## src/rtl/unit_prop_ctrl.sv

```systemverilog
// Unit-propagation controller: scans the working formula for a unit clause, hands it to
// propagateliteral, folds the reduced formula back in. Optional watchdog: UNIT_PROP_TIMEOUT_EN.
module unit_prop_ctrl (
  input  logic         clock,
  input  logic         reset,
  input  logic         start,
  input  logic [233:0] in_formula,
  output logic         pl_find,
  output logic [3:0]   pl_lit,
  output logic [233:0] pl_formula,
  input  logic         pl_ended,
  input  logic         pl_empty_clause,
  input  logic         pl_empty_formula,
  input  logic [233:0] pl_out_formula,
  output logic         busy,
  output logic         done,
  output logic [1:0]   result,
  output logic [233:0] out_formula,
  output logic [7:0]   assign_mask,
  output logic [7:0]   assign_val,
  output logic [3:0]   prop_count,
`ifdef UNIT_PROP_TIMEOUT_EN
  output logic         timeout,
`endif
  output logic [1:0]   state_dbg
);

  // Formula: [233:230] clause count, clause i at [i*23 +: 23].
  // Clause: [22:20] literal count, literal j at [j*4 +: 4]. Literal: {var[2:0], polarity}.
  localparam int NCL  = 10;
  localparam int CLW  = 23;
  localparam int NLIT = 5;
  localparam int LW   = 4;

  localparam logic [1:0] RES_NONE  = 2'b00;
  localparam logic [1:0] RES_SAT   = 2'b01;
  localparam logic [1:0] RES_UNSAT = 2'b10;
  localparam logic [1:0] RES_UNDET = 2'b11;

  typedef enum logic [1:0] {IDLE = 2'd0, SCAN = 2'd1, WAIT = 2'd2, DONE = 2'd3} state_t;

  state_t         state, state_nxt;
  logic [233:0]   work;
  logic [3:0]     idx;
  logic [3:0]     f_cnt;
  logic [CLW-1:0] clause_tbl [0:15];
  logic [CLW-1:0] cur_clause;
  logic [2:0]     cl_cnt;
  logic [LW-1:0]  unit_lit;
  logic           go_wait, finish, accept;
  logic [1:0]     fin_code;
`ifdef UNIT_PROP_TIMEOUT_EN
  logic [7:0]     wd;
  logic           tmo;
`endif

  assign f_cnt = work[233:230];

  // Indices past the physical clause slots read as empty clauses.
  always_comb begin
    for (int i = 0; i < 16; i++) clause_tbl[i] = '0;
    for (int i = 0; i < NCL; i++) clause_tbl[i] = work[i*CLW +: CLW];
  end

  assign cur_clause = clause_tbl[idx];
  assign cl_cnt     = cur_clause[22:20];

  // Lowest slot holding a non-zero variable is the unit literal.
  always_comb begin
    unit_lit = '0;
    for (int j = NLIT - 1; j >= 0; j--) begin
      if (cur_clause[j*LW+1 +: 3] != 3'd0) unit_lit = cur_clause[j*LW +: LW];
    end
  end

  // Handshake: pl_find rises with pl_lit/pl_formula valid and holds them until the cycle
  // pl_ended=1 is sampled in WAIT; that edge consumes pl_out_formula and the status flags.
  always_comb begin
    state_nxt = state;
    go_wait   = 1'b0;
    finish    = 1'b0;
    fin_code  = RES_NONE;
    accept    = 1'b0;
`ifdef UNIT_PROP_TIMEOUT_EN
    tmo       = 1'b0;
`endif
    case (state)
      IDLE: if (start) state_nxt = SCAN;
      SCAN: begin
        if (f_cnt == 4'd0) begin
          finish = 1'b1; fin_code = RES_SAT;
        end else if (idx == f_cnt) begin
          finish = 1'b1; fin_code = RES_UNDET;
        end else if (cl_cnt == 3'd0) begin
          finish = 1'b1; fin_code = RES_UNSAT;
        end else if (cl_cnt == 3'd1) begin
          go_wait = 1'b1; state_nxt = WAIT;
        end
      end
      WAIT: begin
        if (pl_ended) begin
          accept = 1'b1;
          if (pl_empty_clause) begin
            finish = 1'b1; fin_code = RES_UNSAT;
          end else if (pl_empty_formula) begin
            finish = 1'b1; fin_code = RES_SAT;
          end else begin
            state_nxt = SCAN;
          end
        end
`ifdef UNIT_PROP_TIMEOUT_EN
        // Count 255 WAIT cycles (0..254) before giving up.
        else if (wd == 8'd254) begin
          tmo = 1'b1; finish = 1'b1; fin_code = RES_UNDET;
        end
`endif
      end
      DONE: state_nxt = IDLE;
      default: state_nxt = IDLE;
    endcase
    if (finish) state_nxt = DONE;
  end

  always_ff @(posedge clock or posedge reset) begin
    if (reset) state <= IDLE;
    else       state <= state_nxt;
  end

  always_ff @(posedge clock or posedge reset) begin
    if (reset) begin
      work        <= '0;
      idx         <= '0;
      pl_find     <= 1'b0;
      pl_lit      <= '0;
      result      <= RES_NONE;
      assign_mask <= '0;
      assign_val  <= '0;
      prop_count  <= '0;
`ifdef UNIT_PROP_TIMEOUT_EN
      wd          <= '0;
      timeout     <= 1'b0;
`endif
    end else begin
      if (state == IDLE && start) begin
        work        <= in_formula;
        idx         <= '0;
        result      <= RES_NONE;
        assign_mask <= '0;
        assign_val  <= '0;
        prop_count  <= '0;
`ifdef UNIT_PROP_TIMEOUT_EN
        timeout     <= 1'b0;
`endif
      end
      if (state == SCAN && !finish && !go_wait) idx <= idx + 4'd1;
      if (go_wait) begin
        pl_lit  <= unit_lit;
        pl_find <= 1'b1;
`ifdef UNIT_PROP_TIMEOUT_EN
        wd      <= '0;
`endif
      end
      if (accept) begin
        pl_find                 <= 1'b0;
        work                    <= pl_out_formula;
        assign_mask[pl_lit[3:1]] <= 1'b1;
        assign_val[pl_lit[3:1]]  <= pl_lit[0];
        if (prop_count != 4'd15) prop_count <= prop_count + 4'd1;
        idx                     <= '0;
      end
      if (finish) result <= fin_code;
`ifdef UNIT_PROP_TIMEOUT_EN
      if (state == WAIT && !accept) wd <= wd + 8'd1;
      if (tmo) begin
        pl_find <= 1'b0;
        timeout <= 1'b1;
      end
`endif
    end
  end

  assign busy        = (state != IDLE);
  assign done        = (state == DONE);
  assign pl_formula  = work;
  assign out_formula = work;
  assign state_dbg   = state;

endmodule

```

## config.mk

```make
export PLATFORM = sky130hd
export DESIGN_NAME = unit_prop_ctrl
export DESIGN_NICKNAME = d
export VERILOG_FILES = /design/src/rtl/unit_prop_ctrl.sv
export SDC_FILE = /design/constraint.sdc
export NUM_CORES = 1
export LEC_CHECK = 0
export BUFFER_PORTS_ARGS = -buffer_cell sky130_fd_sc_hd__buf_4
export CAP_MARGIN = 20
export CELL_PAD_IN_SITES_DETAIL_PLACEMENT = 0
export CELL_PAD_IN_SITES_GLOBAL_PLACEMENT = 1
export CORE_AREA = 2 2 375 377
export CTS_BUF_LIST = sky130_fd_sc_hd__clkbuf_4 sky130_fd_sc_hd__clkbuf_8
export DETAILED_ROUTE_END_ITERATION = 8
export DIE_AREA = 0 0 377 379
export PLACE_DENSITY_LB_ADDON = 0.1
export SLEW_MARGIN = 25
export SYNTH_ARGS = -nofsm -noshare
export SYNTH_HDL_FRONTEND = slang
export SYNTH_SLANG_ARGS = --single-unit
```

## constraint.sdc

```tcl
create_clock -name clock -period 7.6 [get_ports clock]
set_input_delay 0.38 -clock clock [delete_from_list [all_inputs] [get_ports clock]]
set_output_delay 0.38 -clock clock [all_outputs]
set_load 0.02 [all_outputs]
```

==> impl_results.md, run 1 <==
- Run status: finished clean
- Clock Path Buffers: 3
- Slew of the pin with the lowest slew margin: ~1100 ps
- IO Count: between 900 and 1000
- Via count: about 19000
- Routed wl met2: around 67 mm
- Crit path buf inv count: 4
- Crit path max-delay family: buffers and inverters
- Arr. time, crit path: roughly 4300 ps
- Number of global-route vias before repair: just over 20000
- Clock network power share: between 10% and 20%
- Max Clock Freq: between 200 and 300 MHz
- Die Height: between 300 and 400 um
- Most frequent cell after synthesis: nand2_1
- Clk sinks: approximately 270
- Post-route minimum period: ~3700 ps
- Post-synth EDFFs: 0
- Met3 WL post-DR: roughly 6.1 mm
- Initial antenna violation count: 21
- Reg power frac: ~27%
- Most common cell on crit path: buf_4
- H-tree Lvls: 3
- Worst setup EP type: register
- Initial core utilization: a little under an eighth
- Row count: between 100 and 150
- Area grow syn2layout: 85.6%
- Unrepaired setup endpoints after global routing: false
- Top_reg_cell synth: dfrtp_1
- Clk Latency, worst-skew pair: 730 ps
- CP endpoint: out_formula[55]$_DFFE_PP0P_
- Final Hold Slack: 193 ps
- IO buf count: just under 1000
- Pwr dens: 493 nW/um2
- Reg2Reg Depth: 8
- DPL Wire Length: 98.7 mm
- Crit path required time: roughly 8000 ps
- Synth Warn #: 0
- Die area: between 100000 and 150000 um2
- Drt pass-1 iters: 5
- Fin util: 21.3%
- Sequential area share after synthesis: approximately two fifths
- Setup WS post-layout: around 3900 ps
- VDD IR max: ~190 uV
- Post-route ant nets: 0
- Cells after Synth: 1916
- GPL Wtd Cong: 0.794
- Synth unique cells: between 60 and 70
- CP Cell Sequence: inv_1 > ha_1 > nand2_4 > buf_4 > buf_4 > nand2_1 > a31oi_1 > dlygate4sd3_1
- Area contributors post-synth: dfrtp_1 42%, nand2_1 12%, buf_4 11%
- DRT met1 WL: slightly above 50 mm
- Type of the worst min-delay path: in2reg
- Comb pwr share: between 50% and 60%
- Final Hold Viols: 0
- Setup bufs post-CTS: 0
- Post-synth ARST share: 100%
- Synth top area share: 42.0%
- Global route total overflow: 0
- Switching fraction of total power: roughly 50%
- Internal: 7320 uW
- Crit Path Category: reg2reg
- Total CTS buffers: 66
- Worst Path Max Fanout: between 50 and 60
- Leakage power total: ~0.014 uW
- Synthesis-stage register bit count: around 270
- Post-synth top cells: 511 x nand2_1, 267 x dfrtp_1, 262 x nor2_1, 239 x a31oi_1, 238 x buf_4
- Via-to-Cell Ratio: approximately 3.8
- Setup crit start kind: register
- Cell taking the most area after synthesis: dfrtp_1
- Max-slew violations: 0
- Largest net degree at the start of global routing: 193
- Flop2flop setup slack: around 4000 ps
- Overall Power: around 15000 uW
- First-pass GRT wire length: approximately 170 mm
- Final net count: 3559
- DR WL/cell: between 20 and 30 um
- Setup TNS: 0 ps
- Core Region: between 100000 and 150000 um2
- Levels on crit path: 8
- CTS tree: built
- Worst setup startpoint: state_dbg[0]$_DFFE_PP0P_
- Syn avg cell area: slightly above 8 um2
- Syn nets: between 2000 and 2500
- Fin crit share: between 40% and 50%
- Layout cells sized above 1: a little under two fifths
- Cell area after synthesis: about 16000 um2
- Worst relative slew slack: between 20 and 30%
- CP max stage cell: buf_4
- Sw Pwr: 7230 uW
- 1st-iter DRT viols: roughly 800
- Top sig layer: met5
- Reg2reg end: out_formula[55]$_DFFE_PP0P_
- DP Worst Slack: 4010 ps
- FILL cells: between 15000 and 20000
- Max_cap viols: 0
- Overall Global Routing Usage: between 10% and 20%
- Clock root buffer: clkbuf_8
- CP max stage delay: 690 ps
- Hold buffer count at CTS: 472
- Clock Skew: 49.3 ps
- Reg2reg start: state_dbg[0]$_DFFE_PP0P_
- WL final: between 100 and 150 mm
- Post-route DRC: 0
- PostCTS Resize Cnt: 0
- Die Wd: between 300 and 400 um
- Clk slew on worst S/H paths: about 50 ps
- Finish-stage setup viols: 0
cell type report:
class / instances / area (um2) / area share, %
Timing Repair Buffer: 1463 / 12200 / 41.5
Sequential cell: 267 / 6690 / 22.6
Antenna cell: 14 / 35.0 / 0.119
Clock buffer: 104 / 1280 / 4.34
Tap cell: 1807 / 2260 / 7.65
Multi-Input combinational cell: 1271 / 6860 / 23.2
Clock inverter: 12 / 128 / 0.432
Inverter: 10 / 41.3 / 0.140
power by group through the flow:
| stage | registers (uW) | clock network, uW | logic, uW |
|---|---|---|---|
| floorplan | 3550 | 0 | 4140 |
| global placement | 4120 | 0 | 7510 |
| detailed placement | 4100 | 0 | 7480 |
| CTS | 4080 | 2100 | 8750 |
| global route | 4070 | 2150 | 9290 |
| finish | 3930 | 1980 | 8650 |
state kept, by name (all words and copies together) (netlist names):
signal / count
assign_mask: 8
pl_find: 1
prop_count: 4
result: 2
state_dbg: 2
out_formula: 234
assign_val: 8
pl_lit: 4
idx: 4
cell families (layout without fill, tap and decap cells):
kind of cell	after synthesis	count (layout)	share of synthesized area [%]
buffers and inverters	378	1589	15.0
AND/OR/NAND/NOR	814	814	19.8
XOR/XNOR	4	4	0.267
adder cells (fa/ha/maj)	6	6	0.472
AO/OA/AOI/OAI	359	359	14.6
multiplexers	88	88	7.80
flip-flops	267	267	42.0
other	0	14	0
tightest hold or removal path, delay by kind of cell:
family                 cells  cell delay (ps)
AND/OR/NAND/NOR            1              130
buffers and inverters      1              110
AO/OA/AOI/OAI              2              240
metrics by stage:
stage          instances  instance area [um2]
2_1_floorplan       1916                15900
3_3_place_gp        4345                23300
3_5_place_dp        4345                23300
4_1_cts             4933                29500
5_1_grt             4944                29500
6_report            4948                29500
cells in the final DEF (no fill, tap or decap), types with 4 or more instances in the layout:
master	instances
a21o_1	10
a21oi_1	17
a22oi_1	4
a31oi_1	239
and2_1	4
buf_12	5
buf_4	985
clkbuf_4	24
clkbuf_8	80
clkinv_2	4
clkinvlp_4	5
dfrtp_1	265
diode_2	14
dlygate4sd3_1	472
ha_1	6
inv_1	9
mux2_2	10
mux2i_1	49
mux4_2	25
nand2_1	509
nand2b_1	4
nor2_1	262
nor3_1	10
o21ai_0	31
o21ai_1	6
o22ai_1	16
per-layer routing:
metal	vias up	global-route usage, %
met1	9621	19.7
met5	-	0
met3	116	3.65
li1	8662	-
met4	4	4.14
met2	628	31.7
worst min path at each step:
| stage | to | start | cells after the start | slack (ps) |
|---|---|---|---|---|
| after floorplan | out_formula[0]$_DFFE_PP0P_ | in_formula[0] | 2 | 530 |
| after global placement | out_formula[19]$_DFFE_PP0P_ | reset | 2 | 290 |
| after detailed placement | out_formula[19]$_DFFE_PP0P_ | reset | 2 | 290 |
| after CTS | state_dbg[1]$_DFFE_PP0P_ | start | 4 | 70 |
| after global routing | state_dbg[1]$_DFFE_PP0P_ | start | 4 | 170 |
| final | state_dbg[1]$_DFFE_PP0P_ | start | 4 | 190 |
(Power assumes the default switching activity.)
==> run 2, diff against run 1 <==
--- a/config.mk
+++ b/config.mk
@@ -5,14 +5,15 @@
 export SDC_FILE = /design/constraint.sdc
 export NUM_CORES = 1
 export LEC_CHECK = 0
+export ABC_AREA = 1
 export BUFFER_PORTS_ARGS = -buffer_cell sky130_fd_sc_hd__buf_4
 export CAP_MARGIN = 20
 export CELL_PAD_IN_SITES_DETAIL_PLACEMENT = 0
 export CELL_PAD_IN_SITES_GLOBAL_PLACEMENT = 1
-export CORE_AREA = 2 2 375 377
+export CORE_AREA = 2 2 384 386
 export CTS_BUF_LIST = sky130_fd_sc_hd__clkbuf_4 sky130_fd_sc_hd__clkbuf_8
 export DETAILED_ROUTE_END_ITERATION = 8
-export DIE_AREA = 0 0 377 379
+export DIE_AREA = 0 0 386 388
 export PLACE_DENSITY_LB_ADDON = 0.1
 export SLEW_MARGIN = 25
 export SYNTH_ARGS = -nofsm -noshare
==> constraint.sdc (replaced) <==
create_clock -name clock -period 3.1 [get_ports clock]
set_input_delay 0.155 -clock clock [delete_from_list [all_inputs] [get_ports clock]]
set_output_delay 0.155 -clock clock [all_outputs]
set_load 0.02 [all_outputs]
==> run 2 against run 1 <==
Against the previous run: clock skew rose by 6.8 ps; die area rose by 4.8%; highest routed layer unchanged; critical endpoint is now out_formula[81]$_DFFE_PP0P_; via count rose by 5.1%; first-iteration DRC count fell by 5.1%; hold slack improved by 40 ps.
==> impl_results.md, run 2 <==
- Initial antenna violation count: 11
- Setup bufs post-CTS: 0
- Max reg flops: 234
- Drt pass-1 iters: 5
- Global routing met3 resource utilization: under 10%
- CP Cell Sequence: inv_1 > ha_1 > nand2_4 > nand2_4 > buf_12 > o21ai_0 > o22ai_1 > dlygate4sd3_1
- Max_cap viols: 0
- Largest family of logic cells by synthesized area: compound AO/OA/AOI/OAI gates
- Worst relative slew slack: around half
- Clock Skew: between 50 and 60 ps
- Worst hold path cell count: 4
- CTS tree: built
- Most frequent cell after synthesis: o21ai_0
- Cell taking the most area after synthesis: dfrtp_1
- Crit path required time: about 3800 ps
- Number of global-route vias before repair: 21435
- Final net count: roughly 3800
- Crit Path Category: reg2reg
- Max-slew violations: 0
- Post-route DRC: 0
- Post-synthesis adder-cell area fraction: less than 1%
- Finish-stage setup viols: 0
- Arr. time, crit path: ~3500 ps
- First-pass GRT wire length: between 150 and 200 mm
- Post-synth EDFFs: 0
- DP Cell Count: about 4700
- Cell area after synthesis: ~16000 um2
- Clk sinks: roughly 270
- Clock Path Buffers: 3
- DR WL/cell: around 24 um
- Sequential area share after synthesis: 41.4%
- Cells after Synth: roughly 2200
- Fin util: between 20% and 30%
- Row count: 140
- DP Area: 24300 um2
- CP max stage delay: 570 ps
- Max Clock Freq: around 350 MHz
- Clock root buffer: clkbuf_8
- Overall Global Routing Usage: 16.6%
- GRT busiest layer: met2
- Post-route ant nets: 0
- H-tree Lvls: 3
- Leakage power total: 0.0143 uW
- 1st-iter DRT viols: 780
- Global route total overflow: 0
- CP max stage cell: dlygate4sd3_1
- Setup crit start kind: register
- Clk Latency, worst-skew pair: 750 ps
- Via count: between 15000 and 20000
- Post-synthesis mux area share: 0.186%
- Run status: finished clean
- Core Region: between 100000 and 150000 um2
- Synth Warn #: 0
- Cell area after layout: 30500 um2
- Post-route minimum period: 2860 ps
- Syn nets: ~2600
- WL final: 128 mm
- Synthesis-stage register bit count: approximately 270
- Area grow syn2layout: 89.0%
- Unrepaired setup endpoints after global routing: false
- FILL cells: 16434
- Die Wd: 386 um
- Commonest non-fill, non-tap cell in the layout: buf_4
- Syn avg cell area: between 7 and 8 um2
- Setup WS post-layout: around 240 ps
- Met1 Use GR: between 10% and 20%
- Worst setup EP type: register
- Worst Path Max Fanout: ~120
- Largest net degree at the start of global routing: 120
- IO buf count: ~970
- Post-synthesis compound-gate area fraction: between 20% and 30%
- Final Hold Viols: 0
- DPL Wire Length: 103 mm
- Layout cells sized above 1: approximately a third
- Top_reg_cell synth: dfrtp_1
- Most common cell on crit path: nand2_4
- VDD IR max: ~420 uV
- Type of the worst min-delay path: in2reg
- Die Height: between 300 and 400 um
- Fin crit share: ~90%
- Post-synthesis simple-gate area fraction: 16.6%
- Area contributors post-synth: dfrtp_1 41%, o21ai_0 13%, buf_4 12%
- Reg2Reg Depth: 8
- DP Worst Slack: approximately 330 ps
- Total CTS buffers: 66
- Post-synth ARST share: 100%
- Post-synth top cells: 429 x o21ai_0, 307 x nand2_1, 267 x dfrtp_1, 266 x nor2_1, 250 x buf_4
- Most frequent cells in the layout: 1035 x buf_4, 476 x dlygate4sd3_1, 429 x o21ai_0
- GPL Wtd Cong: just under 0.8
- Synth unique cells: 32
- Met2 usage: about 31%
- Slew of the pin with the lowest slew margin: 779 ps
- Via-to-Cell Ratio: roughly 3.7
- Pwr dens: ~1200 nW/um2
- Synth top area share: between 40% and 50%
- Synth Area in XOR/XNOR: less than 1%
- Initial core utilization: around 11%
- Fin cells: around 5300
- IO Count: 973
- Die area: 150000 um2
- Clk slew on worst S/H paths: around 60 ps
## run 2: cell types whose count changed after synthesis, moves of 25 or more
cell,change
o211ai_1,+30
nand2_1,-204
o21ai_0,+398
mux4_2,-25
inv_1,+141
a31oi_1,-239
nand3_1,+88
mux2i_1,-46
a21oi_1,+27
o22ai_1,+108
## run 2: timing repair
action	4_1_cts	5_1_grt
setup endpoints to repair	0	1
hold buffers	476	0
gates resized for setup	0	0
hold endpoints to repair	427	0
## run 2: cells by family (layout without fill, tap and decap cells)
family / after synthesis / after routing
simple gates: 673 / 673
compound gates: 654 / 654
buf+inv: 540 / 1802
flops: 267 / 267
xor+xnor: 7 / 7
fa+ha+maj: 6 / 6
mux: 3 / 3
other cells: 0 / 8
## run 2: critical path: cells and delay by family, from the launching register on
kind | cells | cell delay (ps)
buffers and inverters | 3 | 1010
AOI/OAI and AO/OA | 2 | 550
DFF | 1 | 420
and+or+nand+nor | 2 | 320
adders and majority gates | 1 | 220
## run 2: final timing paths
check | from | slack, ps | to
max | state_dbg[0]$_DFFE_PP0P_ | 240 | out_formula[81]$_DFFE_PP0P_
min | pl_out_formula[103] | 230 | out_formula[103]$_DFFE_PP0P_
max reg2reg | state_dbg[0]$_DFFE_PP0P_ | 240 | out_formula[81]$_DFFE_PP0P_
min reg2reg | assign_mask[3]$_DFF_PP0_ | 490 | assign_mask[3]$_DFF_PP0_
max in group asynchronous | reset | 1540 | out_formula[223]$_DFFE_PP0P_
min in group asynchronous | reset | 510 | out_formula[100]$_DFFE_PP0P_
## run 2: stage by stage
step	hold WS [ps]	setup TNS, ps	total power [uW]
after detailed placement	109	0	28000
after floorplan	330	-154990	18300
final	234	0	35100
after CTS	124	0	36100
after global routing	185	0	37700
after global placement	419	0	28200
## run 2: layer usage
layer,vias up,routed length [um]
li1,9395,-
met1,9815,52700
met2,684,67800
met3,101,5340
met4,2,2380
met5,-,16
## run 2: layout make-up
class | instances | area (um2) | share of cell area [%]
clock buffers | 102 | 1240 | 4.07
inverters | 157 | 606 | 1.99
multi-input cells | 1343 | 6420 | 21.0
well taps | 1917 | 2400 | 7.87
flip-flops and latches | 267 | 6690 | 21.9
repair buffers | 1531 | 12900 | 42.5
diodes | 8 | 20.0 | 0.0657
clock inverters | 12 | 174 | 0.570
## run 2: report_power, final
group	switching [uW]	total, uW	internal, uW
logic	12400	22000	9560
registers	3090	8220	5120
clock network	2070	4870	2800
